===== src/rtl/intra4_pred_calc.sv =====
`default_nettype none
//==============================================================================
// Module   : intra4_pred_calc
// Brief    : 4x4 intra prediction compute stage. Holds top/left reference
//            arrays and emits 16 angular or planar pixels in raster order
//            through a 2-stage pipeline with valid/ready backpressure.
//            Optional macro INTRA4_ADDR_CHECK_EN builds the addr_err check.
// Revision : 1.0 - initial release
//==============================================================================
module intra4_pred_calc #(
    parameter int BIT_DEPTH = 8,
    parameter int REF_LEN   = 16
) (
    input  logic                 clk,
    input  logic                 rst,
    input  logic                 ref_we,
    input  logic                 ref_side,
    input  logic [3:0]           ref_addr,
    input  logic [BIT_DEPTH-1:0] ref_data,
    input  logic                 start,
    input  logic                 angle_or_planar,
    input  logic [15:0]          tol1_bus,
    input  logic [15:0]          tol2_bus,
    input  logic [127:0]         addr1_bus,
    input  logic [127:0]         addr2_bus,
    input  logic [79:0]          frac_bus,
    output logic                 busy,
    output logic                 out_valid,
    input  logic                 out_ready,
    output logic [BIT_DEPTH-1:0] out_pix,
    output logic [1:0]           out_x,
    output logic [1:0]           out_y,
    output logic                 out_last,
    output logic                 done,
    output logic                 addr_err
);
    // Products and sums share one width: max angular sum is 32*255+16.
    localparam int         c_ARITH_W = BIT_DEPTH + 5;
    localparam logic [1:0] c_IDLE    = 2'd0;
    localparam logic [1:0] c_RUN     = 2'd1;
    localparam logic [1:0] c_DRAIN   = 2'd2;

    logic [1:0]           r_state;
    logic [3:0]           r_cnt;
    logic                 r_busy;
    logic [15:0]          r_tol1;
    logic [15:0]          r_tol2;
    logic [63:0]          r_addr1;
    logic [63:0]          r_addr2;
    logic [79:0]          r_frac;
    logic                 r_ang;
    logic [BIT_DEPTH-1:0] r_top  [REF_LEN];
    logic [BIT_DEPTH-1:0] r_left [REF_LEN];

    logic                 r_s1_valid;
    logic                 r_s1_ang;
    logic                 r_s1_last;
    logic [1:0]           r_s1_x;
    logic [1:0]           r_s1_y;
    logic [c_ARITH_W-1:0] r_s1_t [4];

    logic                 r_out_valid;
    logic [BIT_DEPTH-1:0] r_out_pix;
    logic [1:0]           r_out_x;
    logic [1:0]           r_out_y;
    logic                 r_out_last;

    // Only the low address nibble indexes the arrays, so only it is latched.
    logic [63:0] w_nib1;
    logic [63:0] w_nib2;
    for (genvar gi = 0; gi < 16; gi++) begin : g_nib
        assign w_nib1[4*gi +: 4] = addr1_bus[8*gi +: 4];
        assign w_nib2[4*gi +: 4] = addr2_bus[8*gi +: 4];
    end

    logic                 w_stall;
    logic                 w_done;
    logic [1:0]           w_x;
    logic [1:0]           w_y;
    logic [3:0]           w_a1;
    logic [3:0]           w_a2;
    logic [6:0]           w_fidx;
    logic [4:0]           w_f;
    logic [BIT_DEPTH-1:0] w_sa;
    logic [BIT_DEPTH-1:0] w_sb;
    logic [c_ARITH_W-1:0] w_t [4];
    logic [c_ARITH_W-1:0] w_rnd;
    logic [c_ARITH_W-1:0] w_sum;
    logic [BIT_DEPTH-1:0] w_pix;

    assign w_stall = r_out_valid && !out_ready;
    assign w_done  = (r_state == c_DRAIN) && r_out_valid && out_ready && r_out_last;

    assign w_x    = r_cnt[1:0];
    assign w_y    = r_cnt[3:2];
    assign w_a1   = r_addr1[{r_cnt, 2'b00} +: 4];
    assign w_a2   = r_addr2[{r_cnt, 2'b00} +: 4];
    assign w_fidx = {3'b000, r_cnt} * 7'd5;
    assign w_f    = r_frac[w_fidx +: 5];
    assign w_sa   = r_tol1[r_cnt] ? r_top[w_a1] : r_left[w_a1];
    assign w_sb   = r_tol2[r_cnt] ? r_top[w_a2] : r_left[w_a2];

    always_comb begin
        w_t[0] = '0;
        w_t[1] = '0;
        w_t[2] = '0;
        w_t[3] = '0;
        if (r_ang) begin
            w_t[0] = c_ARITH_W'(6'd32 - {1'b0, w_f}) * c_ARITH_W'(w_sa);
            w_t[1] = c_ARITH_W'(w_f) * c_ARITH_W'(w_sb);
        end else begin
            w_t[0] = c_ARITH_W'(2'd3 - w_x) * c_ARITH_W'(w_sb);
            w_t[1] = c_ARITH_W'({1'b0, w_x} + 3'd1) * c_ARITH_W'(r_top[4]);
            w_t[2] = c_ARITH_W'(2'd3 - w_y) * c_ARITH_W'(w_sa);
            w_t[3] = c_ARITH_W'({1'b0, w_y} + 3'd1) * c_ARITH_W'(r_left[4]);
        end
    end

    assign w_rnd = r_s1_ang ? c_ARITH_W'(16) : c_ARITH_W'(4);
    assign w_sum = r_s1_t[0] + r_s1_t[1] + r_s1_t[2] + r_s1_t[3] + w_rnd;
    assign w_pix = r_s1_ang ? BIT_DEPTH'(w_sum >> 5) : BIT_DEPTH'(w_sum >> 3);

    always_ff @(posedge clk or posedge rst) begin
        if (rst) begin
            r_state <= c_IDLE;
            r_cnt   <= '0;
            r_busy  <= 1'b0;
            r_tol1  <= '0;
            r_tol2  <= '0;
            r_addr1 <= '0;
            r_addr2 <= '0;
            r_frac  <= '0;
            r_ang   <= 1'b0;
        end else begin
            case (r_state)
                c_IDLE: begin
                    if (start) begin
                        r_tol1  <= tol1_bus;
                        r_tol2  <= tol2_bus;
                        r_addr1 <= w_nib1;
                        r_addr2 <= w_nib2;
                        r_frac  <= frac_bus;
                        r_ang   <= angle_or_planar;
                        r_cnt   <= '0;
                        r_busy  <= 1'b1;
                        r_state <= c_RUN;
                    end
                end
                c_RUN: begin
                    if (!w_stall) begin
                        if (r_cnt == 4'd15) begin
                            r_state <= c_DRAIN;
                        end else begin
                            r_cnt <= r_cnt + 4'd1;
                        end
                    end
                end
                c_DRAIN: begin
                    if (w_done) begin
                        r_busy  <= 1'b0;
                        r_state <= c_IDLE;
                    end
                end
                default: r_state <= c_IDLE;
            endcase
        end
    end

    always_ff @(posedge clk or posedge rst) begin
        if (rst) begin
            r_s1_valid  <= 1'b0;
            r_s1_ang    <= 1'b0;
            r_s1_last   <= 1'b0;
            r_s1_x      <= '0;
            r_s1_y      <= '0;
            for (int i = 0; i < 4; i++) begin
                r_s1_t[i] <= '0;
            end
            r_out_valid <= 1'b0;
            r_out_pix   <= '0;
            r_out_x     <= '0;
            r_out_y     <= '0;
            r_out_last  <= 1'b0;
        end else if (!w_stall) begin
            r_s1_valid  <= (r_state == c_RUN);
            r_s1_ang    <= r_ang;
            r_s1_last   <= (r_cnt == 4'd15);
            r_s1_x      <= w_x;
            r_s1_y      <= w_y;
            for (int i = 0; i < 4; i++) begin
                r_s1_t[i] <= w_t[i];
            end
            r_out_valid <= r_s1_valid;
            r_out_pix   <= w_pix;
            r_out_x     <= r_s1_x;
            r_out_y     <= r_s1_y;
            r_out_last  <= r_s1_valid && r_s1_last;
        end
    end

    // Reference arrays are frozen while a block is in progress.
    always_ff @(posedge clk or posedge rst) begin
        if (rst) begin
            for (int i = 0; i < REF_LEN; i++) begin
                r_top[i]  <= '0;
                r_left[i] <= '0;
            end
        end else if ((r_state == c_IDLE) && ref_we) begin
            if (ref_side) begin
                r_top[ref_addr] <= ref_data;
            end else begin
                r_left[ref_addr] <= ref_data;
            end
        end
    end

`ifdef INTRA4_ADDR_CHECK_EN
    logic [31:0] w_hi_bad;
    logic        r_addr_err;
    for (genvar gi = 0; gi < 16; gi++) begin : g_addr_chk
        assign w_hi_bad[gi]      = |addr1_bus[8*gi+4 +: 4];
        assign w_hi_bad[16 + gi] = |addr2_bus[8*gi+4 +: 4];
    end

    always_ff @(posedge clk or posedge rst) begin
        if (rst) begin
            r_addr_err <= 1'b0;
        end else if ((r_state == c_IDLE) && start) begin
            r_addr_err <= |w_hi_bad;
        end
    end

    assign addr_err = r_addr_err;
`else
    logic [31:0] w_unused_hi;
    for (genvar gi = 0; gi < 16; gi++) begin : g_addr_hi
        assign w_unused_hi[gi]      = |addr1_bus[8*gi+4 +: 4];
        assign w_unused_hi[16 + gi] = |addr2_bus[8*gi+4 +: 4];
    end

    assign addr_err = 1'b0;
`endif

    assign busy      = r_busy;
    assign out_valid = r_out_valid;
    assign out_pix   = r_out_pix;
    assign out_x     = r_out_x;
    assign out_y     = r_out_y;
    assign out_last  = r_out_last;
    assign done      = w_done;

endmodule
`default_nettype wire


===== config.mk =====
export PLATFORM = sky130hd
export DESIGN_NAME = intra4_pred_calc
export DESIGN_NICKNAME = d
export VERILOG_FILES = /design/src/rtl/intra4_pred_calc.sv
export SDC_FILE = /design/constraint.sdc
export NUM_CORES = 2
export LEC_CHECK = 0
export ABC_AREA = 1
export BUFFER_PORTS_ARGS = -buffer_cell sky130_fd_sc_hd__buf_2
export CAP_MARGIN = 20
export CORE_UTILIZATION = 33
export CTS_BUF_LIST = sky130_fd_sc_hd__clkbuf_8
export DETAILED_ROUTE_END_ITERATION = 12
export PLACE_DENSITY = 0.48
export SLEW_MARGIN = 20
export SYNTH_ARGS = -nofsm -noshare
export SYNTH_HDL_FRONTEND = slang
export SYNTH_SLANG_ARGS = --single-unit

===== constraint.sdc =====
create_clock -name clk -period 24.4 [get_ports clk]
set_clock_uncertainty 0.2 [all_clocks]
set_input_delay 4.88 -clock clk [delete_from_list [all_inputs] [get_ports clk]]
set_output_delay 4.88 -clock clk [all_outputs]
set_load 0.02 [all_outputs]

Word level (Yosys, flattened, before mapping)

Cells that the tools add are included.

Multiply operators: 7
Multiplexer cells: 38
Bitwise operators: 4
Reductions and logical operators: 17
Order comparisons: 5
Shift operators: 3
Equality and inequality tests: 8
Add/sub/neg operators: 10

Operators with widths:

| operator                                          | number |
|---|---|
| bitwise mux 128 bit                               | 2 |
| binary-select mux 8 bit (select 4 bit)            | 4 |
| indexed part select 64 x 7 -> 4 bit               | 2 |
| 2-to-1 mux 8 bit                                  | 12 |
| indexed part select 80 x 8 -> 5 bit               | 1 |
| 2-to-1 mux 26 bit                                 | 2 |
| adder 13 bit                                      | 3 |
| demux 8 bit (select 4 bit)                        | 1 |
| multiplier 3 x 9 -> 12 bit                        | 2 |
| multiplier 3 x 8 -> 11 bit                        | 2 |
| >= comparator 5 bit (second input constant)       | 3 |
| inverter 4 -> 5 bit                               | 3 |
| adder 13 x 5 -> 13 bit                            | 1 |
| multiplier 5 x 8 -> 13 bit                        | 1 |
| multiplier 7 x 9 -> 13 bit                        | 1 |
| 2-to-1 mux 4 bit                                  | 3 |
| inequality test 2 bit (second input constant)     | 5 |
| binary-select mux 1 bit (select 4 bit)            | 2 |
| 2-to-1 mux 2 bit                                  | 4 |
| case mux 4 bit (2 select lines)                   | 1 |
| AND reduction 4 bit                               | 2 |
| logical AND 1 bit                                 | 7 |
| multiplier 4 x 3 -> 7 bit (second input constant) | 1 |
| subtractor 6 x 5 -> 7 bit (first input constant)  | 1 |
| 18 further kinds                                  | 26 |

Register bits after elaboration: 577

Longest topological paths before layout

Depth in word-level cells: 8
Gate-level depth with buffers: 39
Depth with buffers taken out: 36

Worst setup path before layout

OpenSTA, ideal clock, no wires.

Path type: input-to-output
Start point: input port out_ready
End point: output port done
Buffers on the path: 0
Setup slack: 14033 ps
Stages: 2
Data arrival time: 5287 ps
Cell sequence: nand3_1 > nor2_1

Cells in the longest elaborated chain, start to end: 2

RTL lines:

| what                           | RTL line | text |
|---|---|---|
| from (decl)                    | 29       | `input logic out_ready,` |
| logical AND 1 bit (2 in a row) | 92       | `assign w_done = (r_state == c_DRAIN) && r_out_valid && out_ready && r_out_last;` |
| to (decl)                      | 34       | `output logic done,` |

Every way passes these cells.

Final worst setup path

Ends and elaborated chain as after synthesis.

==> impl_metrics.ini <==
[status]
status = completed

[routing]
vias = 29971
route.detailed.drc = 0
wl_mm = 117
ant_nets = 0
firstDrtPassIters = 5
wl_per_cell_um = 19.7
drtIter0Drc = 2370
vias_per_cell = 5.04

[sta]
fin_setup_tns_ns = 0
rsz0062_at_grt = no
fmax_mhz = 94.6
period_share = 0.433
setup_viol = 0
hold_viol = 0
drv_slew = 0
period_needed_ns = 10.57
max_slew_margin = 0.241
worst_pin_slew_ns = 1.13

[synthesis]
synth_top_cell_by_area = dfrtp_1
yosys-top-cells-count = 1,414 x nand2_1, 572 x dfrtp_1, 516 x nand3_1
syn_area_um2 = 34500
synth_cells = 4295
synth.area.top_cells = dfrtp_1 42%, nand2_1 15%, nand3_1 7.5%
yosys_register_bits = 572
synthArstFlopShare = 1.00
synth_top_area_share = 0.415
seq_area_frac_synth = 0.415
yosysMostFrequentCell = nand2_1
ys_types = 45
ys.flop_type = dfrtp_1
yosysWarnings = 0
syn_nets = 4885
synth_edf_count = 0
avgSynthCellArea_um2 = 8.02

[grt]
grt.overflow.total = 0
use_met1 = 0.293
track_usage = 0.220
globalRouteMet3Util = 0.0366
antenna_found_initial = 22
grt_first_pass_wirelength_mm = 180
busiest_layer = met2
grt_pass1_vias = 29646
grt_max_degree = 133
met2_usage = 0.355

[setup_path]
crit_type = input port to output pin
reg2reg_to = r_s1_t[36]
critPathRequiredTime_ns = 19.32
start_kind = input port
worstSetupEndpoint = done
path_max_fanout = 2
end_kind = output pin
critPathLaunch = out_ready
arrival_ns = 5.49
r2r_slack_ns = 14.60
reg2regPathDepth = 35
r2r_start = r_cnt[0]

[die]
die_area_um2 = 106000
core_um2 = 103000
start_util = 0.333
io-pin-count = 404
std_cell_rows = 118
fp.dieH_um = 325
die_x_um = 325

[layout]
nets = 5058
drive_above_1_share = 0.160
area_growth_pct = 13.1

[clock_tree]
postCtsSetupBuffers = 0
clock_latency_ns = 0.77
cts_tree = done
path_clk_slew_ns = 0.06
cts_resized = 0
cts_hold_buf = 0
root_buffer = clkbuf_8
numCtsBuffers = 109
clockBufferDepth = 3
cts_sinks = 572
htree_levels = 3

[hold_path]
holdCritPathClass = register to register

[place]
gp_congestion = 0.840
dp_hpwl_mm = 77.4
portBuffers = 274

[run]
maxCapViolations = 0
[state kept, by name, summed over array words and instances (netlist names), 4 cells and up]
signal	cells
r_s1_t	47
r_left	128
r_frac	80
r_top	128
out_pix	8
r_tol1	16
r_addr2	64
r_cnt	4
r_addr1	64
r_tol2	16
[worst max-delay path: stages]
cell and delay, ns:
buf_2 0.11, nand3_1 0.09, nor2_1 0.19, buf_2 0.21
[cell families after synthesis]
logic type / Yosys count / share of synthesized area
other: 1 / 0.000109
AOI/OAI and AO/OA: 519 / 0.0881
xor gates and xnor gates: 27 / 0.00708
and+or+nand+nor: 2223 / 0.264
DFF: 572 / 0.415
buffers and inverters: 556 / 0.0707
muxes: 194 / 0.0634
adders and majority gates: 203 / 0.0909
[metrics by stage]
stage	cells	util	hold WS [ns]	setup WS, ns	cell area (um2)
5_1_grt	5949	0.377	0.278	13.78	39000
2_1_floorplan	4295	-	0.232	3.32	34500
3_5_place_dp	5737	0.354	0.255	13.84	36700
4_1_cts	5932	0.376	0.248	13.84	38900
6_report	5949	0.377	0.242	13.83	39000
3_3_place_gp	5735	0.354	0.252	13.84	36600
[placed cells by master (no fill, tap or decap), types with 5 or more instances in the layout]
cell       instances
or2_2              5
inv_2             17
clkinv_2          11
ha_1             124
o21bai_1           6
nor2_1           248
a31oi_1           13
buf_4             45
clkbuf_8         142
dfrtp_1          569
xor2_1            15
xnor2_1           11
o2111ai_1         19
a22o_1             6
nand2_2           11
mux2_2           194
nand3_1          516
buf_2            274
fa_1              79
diode_2           17
nor2_2             5
o211ai_1          50
o21ai_1           18
nand2_1         1411
nor3_1             6
o22ai_1            6
a21oi_1          109
nand4_1            5
o21ai_0          239
inv_1            314
o221ai_1          28
a211oi_1          13
nand2_4            5
o31ai_1            5
[per-layer routing]
| layer | up-vias | part of all wire |
|---|---|---|
| li1 | 14450 | - |
| met1 | 14523 | 0.45 |
| met2 | 786 | 0.47 |
| met3 | 208 | 0.053 |
| met4 | 4 | 0.030 |
| met5 | - | 0.00020 |
[worst min path at each step]
stage / from / endpoint / slack (ns) / cells past startpoint
after floorplan: r_s1_valid / out_valid / 0.23 / 2
after global placement: r_s1_valid / out_valid / 0.25 / 2
after detailed placement: r_s1_x[0] / out_x[0] / 0.26 / 2
after CTS: r_s1_valid / out_valid / 0.25 / 2
after global routing: r_s1_valid / out_valid / 0.28 / 2
final: r_s1_valid / out_valid / 0.24 / 2
[layout make-up]
| cell class | instances | area, um2 |
|---|---|---|
| tap | 1380 | 1730 |
| inverter | 298 | 1140 |
| multi-input combinational | 3167 | 17800 |
| timing repair buffer | 320 | 1720 |
| clock buffer | 142 | 1950 |
| clock inverter | 53 | 335 |
| sequential | 572 | 14300 |
| fill | 10810 | 64500 |
| antenna | 17 | 42.5 |
Power is not shown: default switching activity piles up to over one toggle a cycle in this logic, so the estimate is an artifact.
